### config.mk
export PLATFORM = sky130hd
export DESIGN_NAME = uart_rx
export DESIGN_NICKNAME = d
export VERILOG_FILES = /design/src/rtl/uart_rx.sv
export SDC_FILE = /design/constraint.sdc
export NUM_CORES = 1
export LEC_CHECK = 0
export BUFFER_PORTS_ARGS = -buffer_cell sky130_fd_sc_hd__buf_4
export CORE_ASPECT_RATIO = 2
export CORE_MARGIN = 2
export CORE_UTILIZATION = 50
export CTS_BUF_LIST = sky130_fd_sc_hd__clkbuf_8 sky130_fd_sc_hd__clkbuf_16
export CTS_CLUSTER_DIAMETER = 40
export DETAILED_ROUTE_END_ITERATION = 16
export GPL_ROUTABILITY_DRIVEN = 0
export GPL_TIMING_DRIVEN = 0
export MAX_ROUTING_LAYER = met4
export PLACE_DENSITY = 0.81
export SLEW_MARGIN = 20
export SYNTH_ARGS = -nofsm -noshare
export SYNTH_HDL_FRONTEND = slang
export SYNTH_SLANG_ARGS = --single-unit
### constraint.sdc
create_clock -name clk_i -period 1.5 [get_ports clk_i]
set_input_delay 0.3 -clock clk_i [delete_from_list [all_inputs] [get_ports clk_i]]
set_output_delay 0.3 -clock clk_i [all_outputs]
set_load 0.01 [all_outputs]
### src/rtl/uart_rx.sv
// uart_rx: oversampling UART receiver; frames start/data/parity/stop and
// strobes one word per good frame into the RX FIFO, pulsing error flags.
// Ports:
//   clk_i, reset_i     clock, async active-high reset
//   rx_i               async serial line, idles high
//   baud_tick_i        OVERSAMPLE x baud enable
//   par_en_i/par_odd_i parity enable / odd select, latched at start detect
//   rdata_o, wen_o     received word and 1-cycle FIFO write strobe
//   par_err_o          parity failure, coincident with wen_o
//   frame_err_o        stop bit sampled low
//   break_o            all-zero frame, coincident with frame_err_o
//   busy_o             FSM not idle
module uart_rx #(
   parameter int DATA_W      = 8,
   parameter int OVERSAMPLE  = 16,
   parameter int SYNC_STAGES = 2
) (
   input  logic              clk_i,
   input  logic              reset_i,
   input  logic              rx_i,
   input  logic              baud_tick_i,
   input  logic              par_en_i,
   input  logic              par_odd_i,
   output logic [DATA_W-1:0] rdata_o,
   output logic              wen_o,
   output logic              par_err_o,
   output logic              frame_err_o,
   output logic              break_o,
   output logic              busy_o
);

   localparam int TW = $clog2(OVERSAMPLE);
   localparam int BW = $clog2(DATA_W + 1);

   localparam logic [TW-1:0] TMID  = TW'(OVERSAMPLE / 2 - 1);
   localparam logic [TW-1:0] TEND  = TW'(OVERSAMPLE - 1);
   localparam logic [BW-1:0] BLAST = BW'(DATA_W - 1);

   typedef enum logic [2:0] {
      IDLE,
      START,
      DATA,
      PARITY,
      STOP,
      WAIT_HI
   } state_t;

   state_t state, state_n;

   logic [SYNC_STAGES-1:0] sync;
   logic                   rx_s;

   logic [TW-1:0]     tick_cnt, tick_n;
   logic [BW-1:0]     bit_cnt, bit_n;
   logic [DATA_W-1:0] shreg, shreg_n;
   logic [DATA_W-1:0] rdata_n;
   logic              pen, pen_n;
   logic              podd, podd_n;
   logic              perr, perr_n;
   logic              pbit, pbit_n;
   logic              wen_n, par_err_n, ferr_n, brk_n;
   logic              mid, centre;

   assign rx_s   = sync[SYNC_STAGES-1];
   assign mid    = (tick_cnt == TMID);
   assign centre = (tick_cnt == TEND);
   assign busy_o = (state != IDLE);

   always_ff @(posedge clk_i or posedge reset_i) begin
      if (reset_i) begin
         sync        <= '1;
         state       <= IDLE;
         tick_cnt    <= '0;
         bit_cnt     <= '0;
         shreg       <= '0;
         pen         <= 1'b0;
         podd        <= 1'b0;
         perr        <= 1'b0;
         pbit        <= 1'b0;
         rdata_o     <= '0;
         wen_o       <= 1'b0;
         par_err_o   <= 1'b0;
         frame_err_o <= 1'b0;
         break_o     <= 1'b0;
      end else begin
         sync        <= {sync[SYNC_STAGES-2:0], rx_i};
         state       <= state_n;
         tick_cnt    <= tick_n;
         bit_cnt     <= bit_n;
         shreg       <= shreg_n;
         pen         <= pen_n;
         podd        <= podd_n;
         perr        <= perr_n;
         pbit        <= pbit_n;
         rdata_o     <= rdata_n;
         wen_o       <= wen_n;
         par_err_o   <= par_err_n;
         frame_err_o <= ferr_n;
         break_o     <= brk_n;
      end
   end

   always_comb begin
      state_n   = state;
      tick_n    = tick_cnt;
      bit_n     = bit_cnt;
      shreg_n   = shreg;
      pen_n     = pen;
      podd_n    = podd;
      perr_n    = perr;
      pbit_n    = pbit;
      rdata_n   = rdata_o;
      wen_n     = 1'b0;
      par_err_n = 1'b0;
      ferr_n    = 1'b0;
      brk_n     = 1'b0;
      if (baud_tick_i) begin
         unique case (state)
            IDLE: begin
               if (!rx_s) begin
                  state_n = START;
                  tick_n  = '0;
                  pen_n   = par_en_i;
                  podd_n  = par_odd_i;
                  perr_n  = 1'b0;
                  pbit_n  = 1'b0;
               end
            end
            START: begin
               if (mid) begin
                  tick_n = '0;
                  bit_n  = '0;
                  // a start bit gone high by mid-bit is line noise
                  state_n = rx_s ? IDLE : DATA;
               end else begin
                  tick_n = tick_cnt + 1'b1;
               end
            end
            DATA: begin
               if (centre) begin
                  tick_n  = '0;
                  shreg_n = {rx_s, shreg[DATA_W-1:1]};
                  bit_n   = bit_cnt + 1'b1;
                  if (bit_cnt == BLAST)
                     state_n = pen ? PARITY : STOP;
               end else begin
                  tick_n = tick_cnt + 1'b1;
               end
            end
            PARITY: begin
               if (centre) begin
                  tick_n  = '0;
                  pbit_n  = rx_s;
                  perr_n  = ((^shreg) ^ rx_s) != podd;
                  state_n = STOP;
               end else begin
                  tick_n = tick_cnt + 1'b1;
               end
            end
            STOP: begin
               if (centre) begin
                  tick_n = '0;
                  if (rx_s) begin
                     state_n   = IDLE;
                     wen_n     = 1'b1;
                     rdata_n   = shreg;
                     par_err_n = perr;
                  end else begin
                     // stay out of IDLE so a held break cannot restart
                     state_n = WAIT_HI;
                     ferr_n  = 1'b1;
                     brk_n   = (shreg == '0) && !pbit;
                  end
               end else begin
                  tick_n = tick_cnt + 1'b1;
               end
            end
            WAIT_HI: begin
               if (rx_s)
                  state_n = IDLE;
            end
            default: state_n = IDLE;
         endcase
      end
   end

endmodule

==> results of run 1 <==
## cells by family after synthesis
| logic type | after synthesis | synth area share |
|---|---|---|
| buffers and inverters | 20 | 0.04844 |
| and+or+nand+nor | 60 | 0.1931 |
| adders and majority gates | 6 | 0.03981 |
| AOI/OAI and AO/OA | 37 | 0.1380 |
| xor gates and xnor gates | 5 | 0.02322 |
| muxes | 11 | 0.06503 |
| DFF | 37 | 0.4924 |
## critical path: stages, from the launching register on
cell and delay, ps:
sky130_fd_sc_hd__dfrtp_1 410, sky130_fd_sc_hd__buf_6 160, sky130_fd_sc_hd__nor3_4 230, sky130_fd_sc_hd__inv_2 90, sky130_fd_sc_hd__buf_6 130
## synth_stat cells, types with 5 or more instances
cell type and count:
sky130_fd_sc_hd__ha_1 6, sky130_fd_sc_hd__o21ai_0 12, sky130_fd_sc_hd__inv_1 12, sky130_fd_sc_hd__nand3_1 5
sky130_fd_sc_hd__nand2_1 17, sky130_fd_sc_hd__mux2_2 10, sky130_fd_sc_hd__nand2b_1 5, sky130_fd_sc_hd__xnor2_1 5
sky130_fd_sc_hd__nor2_1 7, sky130_fd_sc_hd__dfrtp_1 35
## worst max path at each step
stage | startpoint | endpoint | slack (ps) | cells after the start
floorplan | state[0] | pen | -10 | 5
global placement | state[2] | bit_cnt[3] | -230 | 4
detailed placement | state[2] | bit_cnt[3] | -270 | 4
CTS | state[1] | busy_o | -120 | 4
global route | state[0] | busy_o | -160 | 4
finish | state[0] | busy_o | -120 | 4
## flip-flops by register name, indices dropped and copies added (netlist names)
name	flops
frame_err_o	1
wen_o	1
bit_cnt	4
pbit	1
podd	1
break_o	1
sync	2
tick_cnt	4
shreg	8
par_err_o	1
perr	1
rdata_o	8
state	3
pen	1
## stage by stage
stage | power [uW] | instances | TNS [ps]
after floorplan | 2242 | 176 | -30.57
after CTS | 3758 | 261 | -1463
after detailed placement | 2584 | 242 | -4710
final | 4122 | 271 | -1919
after global routing | 4302 | 271 | -3167
after global placement | 2547 | 242 | -8603
## per-layer routing
metal / global-route usage / vias up / part of all wire
met5: - / - / 0
met4: 0.1412 / 0 / 0.030
met3: 0.05600 / 16 / 0.046
met2: 0.3863 / 59 / 0.56
met1: 0.2663 / 776 / 0.36
li1: - / 715 / -
## power by group
group / switching [uW] / total (uW) / internal (uW)
combinational: 818 / 1680 / 863
sequential: 191 / 1400 / 1210
clock: 379 / 1040 / 660
total: 1390 / 4120 / 2730
## cell type report
| type | count | area, um^2 |
|---|---|---|
| plain buffers | 8 | 70.07 |
| multi-input cells | 119 | 1079 |
| well taps | 49 | 61.31 |
| fillers | 244 | 978.4 |
| inverters | 12 | 45.04 |
| repair buffers | 38 | 307.8 |
| clock buffers | 5 | 68.82 |
| clock inverters | 3 | 65.06 |
| flip-flops and latches | 37 | 932.1 |
## timing repair
action,CTS,global route
pin swaps,8,10
cloned,0,1
gates resized for setup,18,45
setup endpoints to repair,30,32
setup buffers,11,9
==> results.rst, run 1 <==
.. list-table::
   :header-rows: 1

   * - Metric
     - Value
   * - Hold Crit Start
     - rx_i
   * - Pre-CTS setup slack
     - -268.4 ps
   * - Iter 0 DRT Violations
     - 55
   * - Pwr/cell area
     - between 1500 and 2000 nW/um^2
   * - Antenna diode count
     - 0
   * - Actual transition at the worst max-transition pin
     - roughly 760 ps
   * - Sequential fraction of the synthesis area
     - 0.4924
   * - Destination of the worst hold path
     - sync[0]
   * - Critical path required time
     - 1200 ps
   * - Async S/R FF share, synth
     - 1.000
   * - Final worst setup slack
     - -121.4 ps
   * - EDFF count, synth
     - 0
   * - Cell Area, Synth
     - roughly 1900 um^2
   * - Crit share post-route
     - 1.081
   * - Count of pins over their slew limit
     - 0
   * - Total core area
     - 3607 um^2
   * - Kind of capture point of the worst setup path
     - primary output
   * - Number of max-cap violations
     - 0
   * - Cell count after synthesis
     - 176
   * - Register-to-register setup slack
     - -100 ps
   * - TritonCTS clock tree
     - built
   * - Share of the core filled with cells
     - 0.7288
   * - Clk Tree Root Cell
     - sky130_fd_sc_hd__clkbuf_8
   * - Run status
     - complete, but fails checks
   * - Via count
     - 1566
   * - Row count
     - 31
   * - Width of the die
     - 47.43 um
   * - Final hold violation count
     - 0
   * - Reg-to-Reg End
     - state[1]
   * - Startpoint type of the worst setup path
     - flop
   * - Count of nets after finishing
     - approximately 230
   * - Net count after synthesis
     - 188
   * - Most frequent standard cell in the layout excluding fill and tap cells
     - sky130_fd_sc_hd__buf_4
   * - Path depth of the worst reg2reg path
     - 5
   * - Post-detailed-route wirelength per cell
     - approximately 18 um
   * - Tot GR Track Use
     - 0.2458
   * - Tightest slew margin relative to the limit
     - 0.4923
   * - Pin count of the biggest net entering global routing
     - 38
   * - Average cell area after synthesis
     - 10.71 um^2
   * - Worst clock skew
     - 12.83 ps
   * - Unique cell type count in the Yosys netlist
     - 50
   * - Library cell with the largest summed area after synthesis
     - sky130_fd_sc_hd__dfrtp_1
   * - Starting density of the core
     - 0.5227
   * - Worst skew pair latency
     - 300 ps
   * - Top library cells by usage in the layout, fill and taps aside
     - 33 x sky130_fd_sc_hd__buf_4, 32 x sky130_fd_sc_hd__dfrtp_1, 16 x sky130_fd_sc_hd__nand2_1
   * - Wire length reported by the detailed router
     - 4.915 mm
   * - Crit Reg-Reg Startpoint
     - state[0]
   * - Via density per instance
     - 5.779
   * - Residual antenna-violating net count after detailed routing
     - 0
   * - Area share of the leading cell type in the synthesized netlist
     - 0.4645
   * - Unrepaired setup endpoints after global routing
     - yes
   * - Die area
     - about 4300 um^2
   * - Number of failing setup endpoints in the final timing report
     - 28
   * - I/O pin total
     - 19
   * - Total global routing overflow
     - 0
   * - CTS sink count
     - 37
   * - Post-route minimum period
     - 1621 ps
   * - Yosys warning total
     - 0
   * - Total iterations of the first detailed-routing run
     - 4
   * - Worst Path Class, Setup
     - reg -> out
   * - Post-Route Hold Slack
     - roughly 110 ps
   * - Cells taking the most area after synthesis
     - sky130_fd_sc_hd__dfrtp_1 46%, sky130_fd_sc_hd__mux2_2 6.0%, sky130_fd_sc_hd__ha_1 4.0%, sky130_fd_sc_hd__nand2_1 3.4%, sky130_fd_sc_hd__o21ai_0 3.2%
   * - Area of all placed cells without fillers
     - approximately 2600 um^2
   * - Area added between synthesis and finish
     - 39.42%
   * - Fraction of final layout cells with drive strength greater than 1
     - 0.4820
   * - Number of buffers inserted during clock tree synthesis
     - 5
   * - Static leakage
     - 0.001215 uW
   * - Chip height
     - ~91 um
   * - Via count of the first global-routing pass
     - 1642
   * - Count of buffers inserted at the top-level ports
     - 17
   * - FF+latch count, synth
     - 37
   * - Dominant synthesized flop cell
     - sky130_fd_sc_hd__dfrtp_1
   * - Worst hold path class
     - in -> reg
   * - Maximum resistive drop on vdd
     - between 1 and 1.5 mV
   * - First-pass GRT wire length
     - 7.396 mm
   * - Crit path arrival time
     - 1320 ps
   * - Maximum fanout encountered on the critical timing path
     - 9
   * - Initial antenna violation count
     - 0
   * - Clock H-tree levels
     - 2
   * - Violated checks
     - negative setup slack
   * - Count of cells along the worst hold path
     - 1
   * - Instance area at placement
     - 2120 um^2
   * - Detailed-placement wirelength estimate
     - about 2.9 mm
   * - Max frequency
     - 616.8 MHz
   * - Hold-fix buffer count after cts
     - 0
   * - Clk pin slew, worst setup/hold paths
     - approximately 80 ps
   * - Number of remaining DRC errors
     - 0
   * - Clock tree buffer depth
     - 2
Power figures use the tool's default switching activity.
==> inputs of run 2 (changes only) <==
--- a/config.mk
+++ b/config.mk
@@ -6,6 +6,7 @@
 export NUM_CORES = 1
 export LEC_CHECK = 0
 export BUFFER_PORTS_ARGS = -buffer_cell sky130_fd_sc_hd__buf_4
+export CAP_MARGIN = 40
 export CORE_ASPECT_RATIO = 2
 export CORE_MARGIN = 2
 export CORE_UTILIZATION = 50
==> constraint.sdc (replaced) <==
create_clock -name clk_i -period 1.5 [get_ports clk_i]
set_input_delay 0.15 -clock clk_i [delete_from_list [all_inputs] [get_ports clk_i]]
set_output_delay 0.15 -clock clk_i [all_outputs]
set_load 0.01 [all_outputs]
==> run 2 against run 1 <==
The run still ends with negative setup slack left. Global-route usage fell by 0.12 points. Non-clock buffer count up 2. Wire length down 4.7%. Via count rose by 0.83%. Clock-buffer cell count did not move. Setup slack better by 20 ps. Critical path depth rose by 1.
==> results.rst, run 2 (same netlist as run 1, synthesis figures left out) <==
.. list-table::
   :header-rows: 1

   * - Metric
     - Value
   * - Met1 usage
     - 0.2557
   * - Count of buffers inserted at the top-level ports
     - 17
   * - Register Area
     - 932.1 um^2
   * - Maximum resistive drop on vdd
     - between 1 and 1.5 mV
   * - Switch Pwr
     - between 1000 and 1500 uW
   * - Number of buffers inserted during clock tree synthesis
     - 5
   * - Number of failing setup endpoints in the final timing report
     - 26
   * - Residual antenna-violating net count after detailed routing
     - 0
   * - Crit share post-route
     - 1.067
   * - Instance area at placement
     - 2120 um^2
   * - Busiest layer in global routing
     - met2
   * - Final worst setup slack
     - -101.1 ps
   * - Worst skew pair latency
     - 300 ps
   * - Via density per instance
     - 5.784
   * - Number of max-cap violations
     - 0
   * - Internal power of the cells
     - roughly 2700 uW
   * - Clock tree buffer depth
     - 2
   * - Count of cells along the worst hold path
     - 2
   * - Clk Tree Root Cell
     - sky130_fd_sc_hd__clkbuf_8
   * - Die area
     - 4308 um^2
   * - Tightest slew margin relative to the limit
     - 0.7707
   * - Number of remaining DRC errors
     - 0
   * - Maximum fanout encountered on the critical timing path
     - 10
   * - Via count
     - between 1.5k and 2k
   * - Run status
     - complete, but fails checks
   * - Multi-input logic area
     - 1054 um^2
   * - Ordered list of cells on the worst path
     - buf_6 -> nor3_4 -> inv_2 -> nor3_4 -> mux2_4
   * - GR met2 Demand/Resource
     - 0.3930
   * - Sw Ratio
     - 0.3281
   * - Actual transition at the worst max-transition pin
     - 340.8 ps
   * - Worst path most repeated cell
     - sky130_fd_sc_hd__nor3_4
   * - Wire length reported by the detailed router
     - approximately 4.7 mm
   * - Combinational cell fraction of total power
     - 0.400
   * - Startpoint type of the worst setup path
     - flop
   * - Count of nets after finishing
     - about 240
   * - Starting density of the core
     - 0.5227
   * - Via count of the first global-routing pass
     - 1650
   * - Clk pin slew, worst setup/hold paths
     - 80 ps
   * - Total iterations of the first detailed-routing run
     - 4
   * - Total core area
     - 3607 um^2
   * - Clk pwr share
     - 0.255
   * - Tot GR Track Use
     - 0.2447
   * - Unrepaired setup endpoints after global routing
     - yes
   * - Worst clock skew
     - 10.97 ps
   * - Critical path required time
     - 1680 ps
   * - Count of pins over their slew limit
     - 0
   * - Detailed-placement wirelength estimate
     - 2.863 mm
   * - I/O pin total
     - 19
   * - Kind of capture point of the worst setup path
     - flop
   * - Max frequency
     - between 600 and 700 MHz
   * - Biggest registers after layout
     - rdata_o x8, shreg x8
   * - Path depth of the worst reg2reg path
     - 5
   * - Violated checks
     - negative setup slack
   * - Area of all placed cells without fillers
     - 2629 um^2
   * - Fraction of final layout cells with drive strength greater than 1
     - 0.4554
   * - Pin count of the biggest net entering global routing
     - 38
   * - Pwr/cell area
     - 1544 nW/um^2
   * - Reg-to-Reg End
     - pen
   * - Register-to-register setup slack
     - -100 ps
   * - First-pass GRT wire length
     - 7.341 mm
   * - Crit Reg-Reg Startpoint
     - state[0]
   * - Pre-CTS setup slack
     - -268.4 ps
   * - Static leakage
     - 0.001223 uW
   * - Clock H-tree levels
     - 2
   * - Worst path slowest cell
     - sky130_fd_sc_hd__dfrtp_1
   * - Most frequent standard cell in the layout excluding fill and tap cells
     - sky130_fd_sc_hd__buf_4
   * - Initial antenna violation count
     - 0
   * - Worst Path Class, Setup
     - reg -> reg
   * - TritonCTS clock tree
     - built
   * - Number of fill cells in the layout
     - between 200 and 250
   * - Destination of the worst hold path
     - pen
   * - Row count
     - 31
   * - Hold Crit Start
     - par_en_i
   * - Post-Route Hold Slack
     - 95.30 ps
   * - Post-route minimum period
     - approximately 1600 ps
   * - Final hold violation count
     - 0
   * - Worst hold path class
     - in -> reg
   * - CTS sink count
     - 37
   * - Post-detailed-route wirelength per cell
     - roughly 17 um
   * - Share of power burned in registers
     - 0.345
   * - Iter 0 DRT Violations
     - 32
   * - Crit path arrival time
     - 1780 ps
   * - Overall Power
     - between 4000 and 5000 uW
   * - Width of the die
     - 47.43 um
   * - Chip height
     - approximately 91 um
   * - Total global routing overflow
     - 0
   * - Top library cells by usage in the layout, fill and taps aside
     - 34 x sky130_fd_sc_hd__buf_4, 32 x sky130_fd_sc_hd__dfrtp_1, 16 x sky130_fd_sc_hd__nand2_1
   * - Met3 track utilization from global routing
     - 0.05600
   * - Antenna diode count
     - 0
   * - Area added between synthesis and finish
     - 39.42%
   * - Worst stage delay on the critical path
     - 410 ps
run 2: changes by cell type in the layout (fill, tap and decap cells not counted), sizes merged:
cell         before  now
dlygate4sd3       0    2
run 2: through the flow:
step	util	std cells	TNS [ps]
finish	0.7288	273	-1518
global placement	0.5876	242	-4065
CTS	0.6726	261	-1427
global route	0.7288	273	-2687
floorplan	-	176	-30.57
detailed placement	0.5876	242	-4710
run 2: power by group through the flow:
stage	Combinational (uW)	Sequential, uW	Clock [uW]
6_report	1620	1400	1040
2_1_floorplan	855	1390	0
4_1_cts	1330	1370	1040
5_1_grt	1760	1430	1080
3_5_place_dp	1200	1380	0
3_3_place_gp	1170	1380	0
run 2: layout make-up:
cell class / count / share of cell area
multi-input combinational: 119 / 0.4008
tap: 49 / 0.02332
buffer: 8 / 0.02665
inverter: 12 / 0.01713
sequential: 37 / 0.3546
clock buffer: 5 / 0.02618
timing repair buffer: 40 / 0.1266
clock inverter: 3 / 0.02475
run 2: critical path: cells and delay by family (launching register included):
family                 cells  cell delay [ps]
buffers and inverters      2              250
and+or+nand+nor            2              490
muxes                      1              330
DFF                        1              410
run 2: repair_timing:
action,4_1_cts,5_1_grt
buffers inserted,10,9
gates resized for setup,18,36
endpoints found under the hold margin,1,7
pin swaps,11,5
hold buffers,1,1
endpoints found under the setup margin,30,32
gates cloned,0,1
run 2: worst max path at each step:
stage | from | to | slack (ps) | cells past startpoint
global route | state[0] | pen | -130 | 5
floorplan | state[0] | pen | -10 | 5
global placement | state[2] | bit_cnt[3] | -230 | 4
detailed placement | state[2] | bit_cnt[3] | -270 | 4
CTS | tick_cnt[0] | state[2] | -110 | 5
finish | state[0] | pen | -100 | 5
run 2: metal layers:
metal / wire length [um] / share of wire / vias up
met4: 216 / 0.046 / 0
met5: 0 / 0 / -
met2: 2657 / 0.57 / 47
met1: 1647 / 0.35 / 788
met3: 160 / 0.034 / 24
li1: - / - / 720
